--- config.mk ---
export PLATFORM = sky130hd
export DESIGN_NAME = cla_seq_divider
export DESIGN_NICKNAME = d
export VERILOG_FILES = /design/src/rtl/cla_seq_divider.sv
export SDC_FILE = /design/constraint.sdc
export NUM_CORES = 1
export LEC_CHECK = 0
export ABC_AREA = 1
export BUFFER_PORTS_ARGS = -buffer_cell sky130_fd_sc_hd__buf_2
export CORE_MARGIN = 5
export CORE_UTILIZATION = 31
export DETAILED_ROUTE_END_ITERATION = 10
export GPL_TIMING_DRIVEN = 0
export SETUP_SLACK_MARGIN = 0.2
export SKIP_LAST_GASP = 1
export SLEW_MARGIN = 20
export SYNTH_ARGS = -nofsm -noshare
export SYNTH_HDL_FRONTEND = slang
export SYNTH_SLANG_ARGS = --single-unit
--- constraint.sdc ---
create_clock -name clk -period 2.7 [get_ports clk]
set_clock_uncertainty 0.2 [all_clocks]
set_input_delay 0.135 -clock clk [delete_from_list [all_inputs] [get_ports clk]]
set_output_delay 0.135 -clock clk [all_outputs]
set_load 0.01 [all_outputs]
--- src/rtl/cla_seq_divider.sv ---
// Sequential unsigned restoring divider for the ALU's multi-cycle divide unit.
// One quotient bit is produced per clock.  Each trial subtraction is computed
// as T + ~D + 1 with 4-bit carry-lookahead groups rippled together, so the
// divider reuses the same arithmetic structure as the CLA adder beside it.
//
// Ports:
//   clk          system clock, rising edge
//   rst          asynchronous active-high reset
//   start        request a division (accepted in IDLE or FIN)
//   dividend     unsigned dividend, captured on accept
//   divisor      unsigned divisor, captured on accept
//   busy         high while iterating (RUN)
//   done         one-cycle pulse; quotient/remainder/div_by_zero valid
//   quotient     unsigned quotient, held until the next result
//   remainder    unsigned remainder, held until the next result
//   div_by_zero  set with done when the captured divisor was zero
module cla_seq_divider #(
    parameter int unsigned WIDTH = 4
) (
    input  logic             clk,
    input  logic             rst,
    input  logic             start,
    input  logic [WIDTH-1:0] dividend,
    input  logic [WIDTH-1:0] divisor,
    output logic             busy,
    output logic             done,
    output logic [WIDTH-1:0] quotient,
    output logic [WIDTH-1:0] remainder,
    output logic             div_by_zero
);

    localparam int unsigned GROUPS = WIDTH / 4;
    localparam int unsigned CNT_W  = $clog2(WIDTH + 1);

    typedef enum logic [1:0] {
        IDLE = 2'd0,
        RUN  = 2'd1,
        FIN  = 2'd2
    } state_t;

    state_t             state;
    logic [WIDTH-1:0]   q_reg;
    logic [WIDTH-1:0]   d_reg;
    // Partial remainder.  After every step it is below the divisor, so its
    // conceptual top (WIDTH+1-th) bit is always zero and is not stored.
    logic [WIDTH-1:0]   r_reg;
    logic [CNT_W-1:0]   cnt;

    logic [WIDTH:0]     t_c;
    logic [WIDTH-1:0]   diff_c;
    logic               no_borrow_c;
    logic [WIDTH-1:0]   r_next_c;
    logic [WIDTH-1:0]   q_next_c;

    // Shift the next dividend bit into the partial remainder.
    assign t_c = {r_reg, q_reg[WIDTH-1]};

    // Trial subtraction T - D via 4-bit lookahead groups with inter-group ripple.
    always_comb begin : cla_sub
        logic [3:0] a4;
        logic [3:0] b4;
        logic [3:0] g;
        logic [3:0] p;
        logic [3:0] c;
        logic       gg;
        logic       pg;
        logic       carry;
        a4     = '0;
        b4     = '0;
        g      = '0;
        p      = '0;
        c      = '0;
        gg     = 1'b0;
        pg     = 1'b0;
        diff_c = '0;
        carry  = 1'b1;
        for (int unsigned gi = 0; gi < GROUPS; gi++) begin
            a4   = t_c[gi*4 +: 4];
            b4   = ~d_reg[gi*4 +: 4];
            g    = a4 & b4;
            p    = a4 ^ b4;
            c[0] = carry;
            c[1] = g[0] | (p[0] & carry);
            c[2] = g[1] | (p[1] & g[0]) | (p[1] & p[0] & carry);
            c[3] = g[2] | (p[2] & g[1]) | (p[2] & p[1] & g[0])
                 | (p[2] & p[1] & p[0] & carry);
            gg   = g[3] | (p[3] & g[2]) | (p[3] & p[2] & g[1])
                 | (p[3] & p[2] & p[1] & g[0]);
            pg   = &p;
            diff_c[gi*4 +: 4] = p ^ c;
            carry = gg | (pg & carry);
        end
        // Top bit: T[WIDTH] plus the inverted zero-extension bit (always 1).
        // Generate = T[WIDTH], propagate = 1, so carry-out = T[WIDTH] | carry.
        no_borrow_c = t_c[WIDTH] | carry;
    end

    // Restoring step: keep the difference only when no borrow occurred.
    assign r_next_c = no_borrow_c ? diff_c : t_c[WIDTH-1:0];
    assign q_next_c = {q_reg[WIDTH-2:0], no_borrow_c};

    // Control FSM, datapath registers and registered outputs.
    always_ff @(posedge clk or posedge rst) begin
        if (rst) begin
            state       <= IDLE;
            q_reg       <= '0;
            d_reg       <= '0;
            r_reg       <= '0;
            cnt         <= '0;
            busy        <= 1'b0;
            done        <= 1'b0;
            quotient    <= '0;
            remainder   <= '0;
            div_by_zero <= 1'b0;
        end else begin
            case (state)
                IDLE, FIN: begin
                    if (start) begin
                        if (divisor == '0) begin
                            // Division by zero finishes immediately.
                            state       <= FIN;
                            busy        <= 1'b0;
                            done        <= 1'b1;
                            quotient    <= '1;
                            remainder   <= dividend;
                            div_by_zero <= 1'b1;
                        end else begin
                            state       <= RUN;
                            q_reg       <= dividend;
                            d_reg       <= divisor;
                            r_reg       <= '0;
                            cnt         <= '0;
                            busy        <= 1'b1;
                            done        <= 1'b0;
                            div_by_zero <= 1'b0;
                        end
                    end else begin
                        state <= IDLE;
                        busy  <= 1'b0;
                        done  <= 1'b0;
                    end
                end

                RUN: begin
                    r_reg <= r_next_c;
                    q_reg <= q_next_c;
                    cnt   <= cnt + CNT_W'(1);
                    if (cnt == CNT_W'(WIDTH - 1)) begin
                        state     <= FIN;
                        busy      <= 1'b0;
                        done      <= 1'b1;
                        quotient  <= q_next_c;
                        remainder <= r_next_c;
                    end
                end

                default: begin
                    state <= IDLE;
                    busy  <= 1'b0;
                    done  <= 1'b0;
                end
            endcase
        end
    end

endmodule

==> flow_summary.toml <==
[run_status]
outcome = "finished, final reports clean"

[global_route]
grt.total_usage_pct = 11.75
grt_max_degree = 28
gr-total-overflow = 0
antenna_found_initial = 0
grt_pass1_wl_um = 5920
grt_pass1_vias = 1256

[drt]
wl_per_cell_um = 12.06
drt_iter0_markers = 36
drt_wl_total_um = 2992
dr.pass1.iters = 4
drc = 0
drtAntennaViolNets = 0
vias = 1126
avgViaCountPerCell = 4.540

[sta]
fin_crit_sh_pct = 69.60
timing_hold_violations_final = 0
rsz0062_at_grt = "false"
clock.fmax_ghz = 0.5322
setup_tns_ps = 0
relSlewSlack_pct = 60.97
final-setup-viol-count = 0
period_needed_ps = 1879
worstMarginPinSlew_ps = 584.5
report.final.slew_viol_count = 0
worst_slack_ps = 820.9

[setup_path]
crit_path_end_kind = "flip-flop"
path_cells = "ha_1 -> ha_1 -> inv_1 -> nor2_8 -> nor2_8 -> inv_4 -> or2_1 -> nand2_1 -> inv_1"
r2r-start = "cnt[0]"
cp.required_ps = 2680
crit_path_max_incr_delay_ps = 410
crit_path_end = "remainder[1]"
cpMaxStageDelayCell = "dfrtp_1"
rrSetupSlack_ps = 820
critPathKind = "reg2reg"
timing.rr.end = "remainder[1]"
worstPathMaxFanout = 9
cp_data_arrival_time_ps = 1860
reg2reg_depth = 9
crit_start = "cnt[0]"
critPathLaunchType = "flip-flop"

[cts]
numCtsBuffers = 3
cts-root-buf = "clkbuf_8"
clkLatencyLatePin_ps = 270
htreeDepth = 1
cts_setup_buffers = 0
cts_resized = 0
clk_pin_slew_worst_paths_ps = 90
clk_path_buf_depth = 2
cts_hold_buf = 7
cts_tree = "yes"
cts.sinks = 27

[floorplanning]
die_w_um = 78.01
dieArea_um2 = 6086
initial_core_util_pct = 32.48
core_area_um2 = 4414
std_cell_rows = 24
dieHeight_um = 78.01
io_pins = 22

[logic_synthesis]
synth.distinct_cells = 27
synthesis.area_um2 = 1434
yosys_warnings = 0
syn_avg_cell_area_um2 = 8.743
ys_ff_latch = 27
yosysSeqAreaShare_pct = 47.12
synthCells = 164
syn-num-nets = 182

[cells_and_area]
syn2layout_area_growth_pct = 20.16
drive_gt1_share_pct = 21.94
fin_util_pct = 39.03
n_antenna_cell = 0
fin_nets = 215
fill_cells = 439

[place]
portBuffers = 21
dp_slack_ps = 834.0
dpl.hpwl_um = 2221
place_congestion = 0.7915

[pwr]
power_density_nw_per_um2 = 1282
total_power_mw = 2.209
max-vdd-ir-drop_uv = 598.3
leakage_nw = 0.8903

[run]
cap_violations = 0

[worst_hold_path]
hp-class = "in2reg"
[critical path: cells and delay by family (launching register included)]
kind	cells	cell delay, ps
and+or+nand+nor	4	520
DFF	1	410
adders and majority gates	2	390
buffers and inverters	3	270
[placed cells by master (no fill, tap or decap), types with 5 or more instances in the layout]
master,netlist,routed
nand2_1,28,28
dfrtp_1,27,27
inv_1,24,23
buf_2,2,23
nand3_1,14,14
nor2_1,12,12
o21ai_0,9,9
a21oi_1,8,8
ha_1,7,7
dlygate4sd3_1,0,7
nand4_1,5,5
[cell usage after synthesis]
library cell	n	area [um2]
nand2_1	28	105.1
dfrtp_1	27	675.7
inv_1	24	90.09
nand3_1	14	70.07
nor2_1	12	45.04
o21ai_0	9	45.04
a21oi_1	8	40.04
ha_1	7	87.58
nand4_1	5	31.28
o21ai_1	4	20.02
nand3_2	3	30.03
or2_0	3	18.77
buf_2	2	10.01
inv_2	2	7.510
inv_4	2	12.51
nand2_2	2	12.51
nor2_8	2	40.04
a22o_1	1	8.760
nand2_4	1	11.26
nand3_4	1	17.52
nand3b_1	1	7.510
nor2_2	1	6.260
nor2_4	1	11.26
o22ai_1	1	6.260
or2_1	1	6.260
xnor2_1	1	8.760
xor2_1	1	8.760
[where the power goes]
part	internal (mW)	switching [mW]	total, mW
Clock	0.105	0.131	0.236
Combinational	0.481	0.790	1.27
Sequential	0.604	0.0970	0.701
Total	1.19	1.02	2.21
[through the flow]
step	cells	cell area, um2	hold WS [ps]
after global placement	237	1604	164.6
after floorplan	164	1434	-12.28
final	248	1723	32.94
after CTS	248	1723	21.91
after detailed placement	237	1604	171.2
after global routing	248	1723	66.57
[logic make-up (layout without fill, tap and decap cells)]
logic type / count (synthesis) / in the layout / share of synthesized area [%]
XOR/XNOR: 2 / 2 / 1.222
AO/OA/AOI/OAI: 23 / 23 / 8.377
flip-flops: 27 / 27 / 47.12
buffers and inverters: 30 / 62 / 8.377
adder cells (fa/ha/maj): 7 / 7 / 6.108
AND/OR/NAND/NOR: 75 / 75 / 28.80
[how the worst min path moves through the flow]
stage | endpoint | start | depth (start not counted)
final | q_reg[0] | dividend[0] | 5
after global routing | q_reg[0] | dividend[0] | 5
after CTS | q_reg[0] | dividend[0] | 5
after detailed placement | d_reg[1] | divisor[1] | 3
after global placement | d_reg[1] | divisor[1] | 3
after floorplan | busy | rst | 1
[per-layer routing]
layer  wire [um]  GRT usage (%)  vias up
met2        1412          18.95       16
met5           0              0        -
met1        1416          15.91      512
met4          38          3.041        0
met3         125          2.746        4
li1            -              -      594
[cell type report]
| class | instances | area, um2 | area share (%) |
|---|---|---|---|
| Sequential cell | 27 | 675.6 | 39.22 |
| Multi-Input combinational cell | 107 | 638.1 | 37.04 |
| Timing Repair Buffer | 28 | 175.2 | 10.17 |
| Inverter | 28 | 110.1 | 6.391 |
| Tap cell | 52 | 65.06 | 3.776 |
| Clock buffer | 3 | 41.29 | 2.397 |
| Buffer | 2 | 10.01 | 0.5810 |
| Clock inverter | 1 | 7.507 | 0.4357 |
(Power assumes the default switching activity.)
